### src/rtl/ac_out_pkg.sv
// Shared constants for the accumulator output port.
// Widths and reset value live here so the interface and the register agree.
package ac_out_pkg;

  localparam int DATA_W = 8;

  typedef logic [DATA_W-1:0] data_t;

  localparam data_t DATA_RST_VAL = '0;

endpackage : ac_out_pkg

### src/rtl/ac_out_if.sv
// Bus between the accumulator datapath (master) and the output holding register (slave).
// The master offers a candidate value on newData and qualifies it with accept.
interface ac_out_if
  import ac_out_pkg::*;
#(
  parameter int WIDTH = DATA_W
);

  logic [WIDTH-1:0] newData;
  logic             accept;
  logic [WIDTH-1:0] data;
  logic             valid;
  logic             updated;

  modport master (
    output newData,
    output accept,
    input  data,
    input  valid,
    input  updated
  );

  modport slave (
    input  newData,
    input  accept,
    output data,
    output valid,
    output updated
  );

endinterface : ac_out_if

### src/rtl/ac_out.sv
// Accumulator output port: a load-enabled holding register that captures newData on accept.
// valid marks that something has been loaded since reset; updated pulses for the cycle after a load.
module ac_out
  import ac_out_pkg::*;
#(
  parameter int               WIDTH   = DATA_W,
  parameter logic [WIDTH-1:0] RST_VAL = WIDTH'(DATA_RST_VAL)
) (
  input  logic        clk,
  input  logic        rst,
  ac_out_if.slave     bus
);

  logic [WIDTH-1:0] data_reg;
  logic [WIDTH-1:0] data_next;
  logic             valid_reg;
  logic             valid_next;
  logic             updated_reg;
  logic             updated_next;

  // A load of the value already held still counts as a load.
  always_comb begin
    data_next    = data_reg;
    valid_next   = valid_reg;
    updated_next = 1'b0;
    if (bus.accept) begin
      data_next    = bus.newData;
      valid_next   = 1'b1;
      updated_next = 1'b1;
    end
  end

  // Reset dominates accept on the same edge.
  always_ff @(posedge clk) begin
    if (rst) begin
      data_reg    <= RST_VAL;
      valid_reg   <= 1'b0;
      updated_reg <= 1'b0;
    end else begin
      data_reg    <= data_next;
      valid_reg   <= valid_next;
      updated_reg <= updated_next;
    end
  end

  assign bus.data    = data_reg;
  assign bus.valid   = valid_reg;
  assign bus.updated = updated_reg;

`ifndef SYNTHESIS
  logic past_ok_reg;

  always_ff @(posedge clk) begin
    if (rst) past_ok_reg <= 1'b1;
  end

  a_updated_implies_valid : assert property (
    @(posedge clk) disable iff (rst) bus.updated |-> bus.valid
  );

  a_hold_when_idle : assert property (
    @(posedge clk) disable iff (rst)
      (past_ok_reg && !$past(rst) && !$past(bus.accept)) |-> $stable(bus.data)
  );

  a_accept_known : assert property (
    @(posedge clk) !rst |-> !$isunknown(bus.accept)
  );
`endif

endmodule : ac_out

### src/flat_wrapper.sv
// flat-port wrapper written by rule: the top's interface ports become plain ports
module ac_out_flat import ac_out_pkg::*;
#(
  parameter int               WIDTH   = DATA_W,
  parameter logic [WIDTH-1:0] RST_VAL = WIDTH'(DATA_RST_VAL)
)
  (clk, rst, bus_newData, bus_accept, bus_data, bus_valid, bus_updated);
  ac_out_if #(.WIDTH(WIDTH)) bus_i ();
  input  logic clk;
  input  logic rst;
  input wire logic [$bits(bus_i.newData)-1:0] bus_newData;
  input wire logic [$bits(bus_i.accept)-1:0] bus_accept;
  output wire logic [$bits(bus_i.data)-1:0] bus_data;
  output wire logic [$bits(bus_i.valid)-1:0] bus_valid;
  output wire logic [$bits(bus_i.updated)-1:0] bus_updated;
  assign bus_i.newData = bus_newData;
  assign bus_i.accept = bus_accept;
  assign bus_data = bus_i.data;
  assign bus_valid = bus_i.valid;
  assign bus_updated = bus_i.updated;
  ac_out #(.WIDTH(WIDTH), .RST_VAL(RST_VAL)) u_core (.clk(clk), .rst(rst), .bus(bus_i));
endmodule
### config.mk
export PLATFORM = sky130hd
export DESIGN_NAME = ac_out_flat
export DESIGN_NICKNAME = d
export VERILOG_FILES = /design/src/rtl/ac_out_pkg.sv /design/src/rtl/ac_out_if.sv /design/src/rtl/ac_out.sv /design/src/flat_wrapper.sv
export SDC_FILE = /design/constraint.sdc
export NUM_CORES = 1
export LEC_CHECK = 0
export BUFFER_PORTS_ARGS = -buffer_cell sky130_fd_sc_hd__buf_2
export CAP_MARGIN = 20
export CORE_AREA = 2 2 39 41
export DETAILED_ROUTE_END_ITERATION = 6
export DIE_AREA = 0 0 41 43
export GPL_ROUTABILITY_DRIVEN = 1
export PLACE_DENSITY_LB_ADDON = 0.05
export SLEW_MARGIN = 20
export SYNTH_ARGS = -nofsm -noshare
export SYNTH_HDL_FRONTEND = slang
export SYNTH_SLANG_ARGS = --single-unit
### constraint.sdc
create_clock -name clk -period 1.09 [get_ports clk]
set_input_delay 0.218 -clock clk [delete_from_list [all_inputs] [get_ports clk]]
set_output_delay 0.218 -clock clk [all_outputs]
set_load 0.02 [all_outputs]
* Yosys cells after proc, flatten, opt, wreduce, memory -nomap -nowiden *
Index checks and enable logic that the tools add are counted.

word-level totals
  input bits = 11
  output and inout bits = 10
  register bits = 10

operators by class
  mux-type cells = 1

operators by type and width
  operator           number
  two-way mux 1 bit  1

* Depth between registers and ports, before layout *
  depth after elaboration = 1
  gate-level depth with buffers = 3

* Worst setup path before layout *
OpenSTA, ideal clock, no wires.

  path type = input-to-reg
  start = in bus_accept
  end = reg u_core.data_reg[0] (netlist: u_core.bus.data[0])
  path slack = 0.412 ns
  data arrival time = 0.560 ns
  library setup time = 0.118 ns
  data required time = 0.972 ns
  stages on the path = 3
  buffers on the path = 1
  path through = buf_6 mux2i_1 nor2_1

RTL lines
  what                  line                RTL
  start, declared       flat_wrapper.sv:12  input wire logic [$bits(bus_i.accept)-1:0] bus_accept;
  end signal, assigned  ac_out.sv:40        data_reg <= data_next;
  end, declared         ac_out.sv:14        logic [WIDTH-1:0] data_reg;

* Worst setup path in the final report *
  start = reg u_core.data_reg[3] (netlist: u_core.bus.data[3])
  end = out bus_data[3]

RTL lines
  what           line                RTL
  end, declared  flat_wrapper.sv:13  output wire logic [$bits(bus_i.data)-1:0] bus_data;

No word-level cell between the ends.

==> metrics.md <==
| Metric | Value |
|---|---|
| Post-layout nets | `65` |
| Critical R2R Capture | `u_core.bus.data[7]` |
| DR pass1 iterations | `2` |
| Row count | `14` |
| Synth warn | `0` |
| Setup TNS | `0 ns` |
| Final hold slack | `0.197 ns` |
| Total Routed Length | `674 um` |
| Residual overflow from global routing | `0` |
| Synthesized area per cell | `11.0 um2` |
| Diodes inserted | `0` |
| Clock latency on the worst-skew pair | `0.26 ns` |
| Status | `finished clean` |
| Die Width | `41 um` |
| Post-CTS Setup Inserts | `0` |
| CTS max path bufs | `2` |
| Peak VDD IR | `0.486 mV` |
| CTS hold repair buffers | `0` |
| HP Class | `in2reg` |
| Num Clock Sinks | `10` |
| Crit Path Category | `reg2out` |
| Met1 Use GR | `0.104` |
| CTS H-tree depth | `1` |
| Cells along the critical path | `buf_2` |
| Max reg flops | `8` |
| Worst Path Buf+Inv | `1` |
| Synth Instances | `31` |
| HP Start | `bus_newData[1]` |
| Number of fill cells in the layout | `156` |
| Area share of the largest cell type after synthesis | `0.588` |
| Post-route cell area | `467 um2` |
| M3 GR Usage | `0.0314` |
| CP Launch Type | `flip-flop` |
| Worst Tran Pin Value | `0.264 ns` |
| Slowest-stage cell, CP | `dfxtp_1` |
| Fin util | `0.337` |
| Critical Path Max Stage Delay | `0.33 ns` |
| R2R depth | `2` |
| Post-synthesis cell area | `340 um2` |
| Vias/cell | `3.96` |
| Synth Register Bits | `10` |
| Placed Area | `444 um2` |
| Number of global-route vias before repair | `238` |
| Layout cell share with drive strength beyond 1 | `0.442` |
| IO Pins | `21` |
| CP Depth | `1` |
| Total track usage | `0.0885` |
| Clk slew on worst S/H paths | `0.06 ns` |
| Top cell family by delay on the critical path | `flip-flops` |
| First-pass GRT wire length | `959 um` |
| Area of the multi-input gates | `124 um2` |
| WP data arrival | `0.75 ns` |
| Die area | `0.00176 mm2` |
| Max Fclk | `1030 MHz` |
| WL per Instance | `9.91 um` |
| Leakage power | `0.253 nW` |
| DR iter-0 viols | `2` |
| Root Buffer | `clkbuf_4` |
| Largest net degree at the start of global routing | `11` |
| Count of input and output buffers | `20` |
| Mapped Nets | `42` |
| Core area | `0.00138 mm2` |
| Via count | `269` |
| Crit path to | `bus_data[3]` |
| Final setup vio count | `0` |
| Worst r2r src | `u_core.bus.data[7]` |
| Register area | `200 um2` |
| GRT Max-Usage Layer | `met2` |
| Post-place setup slack | `0.209 ns` |
| Synth cell types | `6` |
| Clock Skew | `0 ns` |
| Clock tree from TritonCTS | `yes` |
| Initial antenna violation count | `0` |
| Max Cap Violations | `0` |
| Origin of the worst setup path | `u_core.bus.data[3]` |
| PnR worst setup slack | `0.118 ns` |
| Largest cells by area after synthesis | `dfxtp_1, mux2i_1, nor2_1` |
| # resized after CTS | `0` |
| Area grow syn2layout | `37.1%` |
| CP max FO | `2` |
| Global Route met2 Usage | `0.119` |
| Gpl congestion | `0.556` |
| Num CTS Buffers | `3` |
| Remaining routing DRC violations | `0` |
| Initial Util | `0.246` |
| Post-route ant nets | `0` |
| R2R setup slack | `0.49 ns` |
| Die Y | `43 um` |
| WHS Path Cells | `3` |
| Max-slew headroom | `0.824` |
| RSZ-0062 raised after global routing | `false` |
| Crit. End Element | `output port` |
| P per Cell Area | `1600 mW/mm2` |
| Critical path required time | `0.87 ns` |
| Final period util | `0.892` |
| Synth area leader | `dfxtp_1` |
| Part of the Yosys area used for sequential elements | `0.588` |
| Final Critical Period | `0.972 ns` |
| Slew Viols, Final | `0` |
| Endpoints failing hold | `0` |
[cell usage after synthesis (all sizes together)]
| cell | n |
|---|---|
| nor2b | 1 |
| buf | 1 |
| dfxtp | 10 |
| nor2 | 10 |
| clkbuf | 1 |
| mux2i | 8 |
[cell type report]
class	count	area share
sequential	10	0.429
tap	16	0.0429
timing repair buffer	20	0.214
multi-input combinational	19	0.265
clock buffer	3	0.0483
[logic make-up after synthesis]
kind of cell / synth area share
flip-flops: 0.588
AND/OR/NAND/NOR: 0.129
buffers and inverters: 0.0478
multiplexers: 0.235
[worst min path at each step]
stage | to | slack, ns
6_report | u_core.bus.data[1] | 0.20
3_3_place_gp | u_core.bus.valid | 0.44
2_1_floorplan | u_core.bus.data[0] | 0.37
4_1_cts | u_core.bus.data[1] | 0.19
3_5_place_dp | u_core.bus.valid | 0.45
5_1_grt | u_core.bus.data[5] | 0.21
[placed cells by master, fill, tap and decap left out, drive strengths merged]
cell type	netlist	routed
nor2	10	10
dfxtp	10	10
mux2i	8	8
nor2b	1	1
buf	1	20
clkbuf	1	3
[per-layer routing]
layer  part of all wire  wire length (um)
met1               0.47               315
met4                  0                 0
met5                  0                 0
met2               0.42               286
met3               0.11                72
[where the power goes]
group,internal (W),switching [W]
Combinational,0.0000460,0.0000626
Clock,0.000127,0.000117
Sequential,0.000388,0.00000897
[through the flow]
step / power, W / cells
detailed placement: 0.000515 / 65
finish: 0.000749 / 68
CTS: 0.000769 / 68
global route: 0.000794 / 68
floorplan: 0.000475 / 31
global placement: 0.000511 / 65
Note: power is estimated with default switching activity, not from simulation.
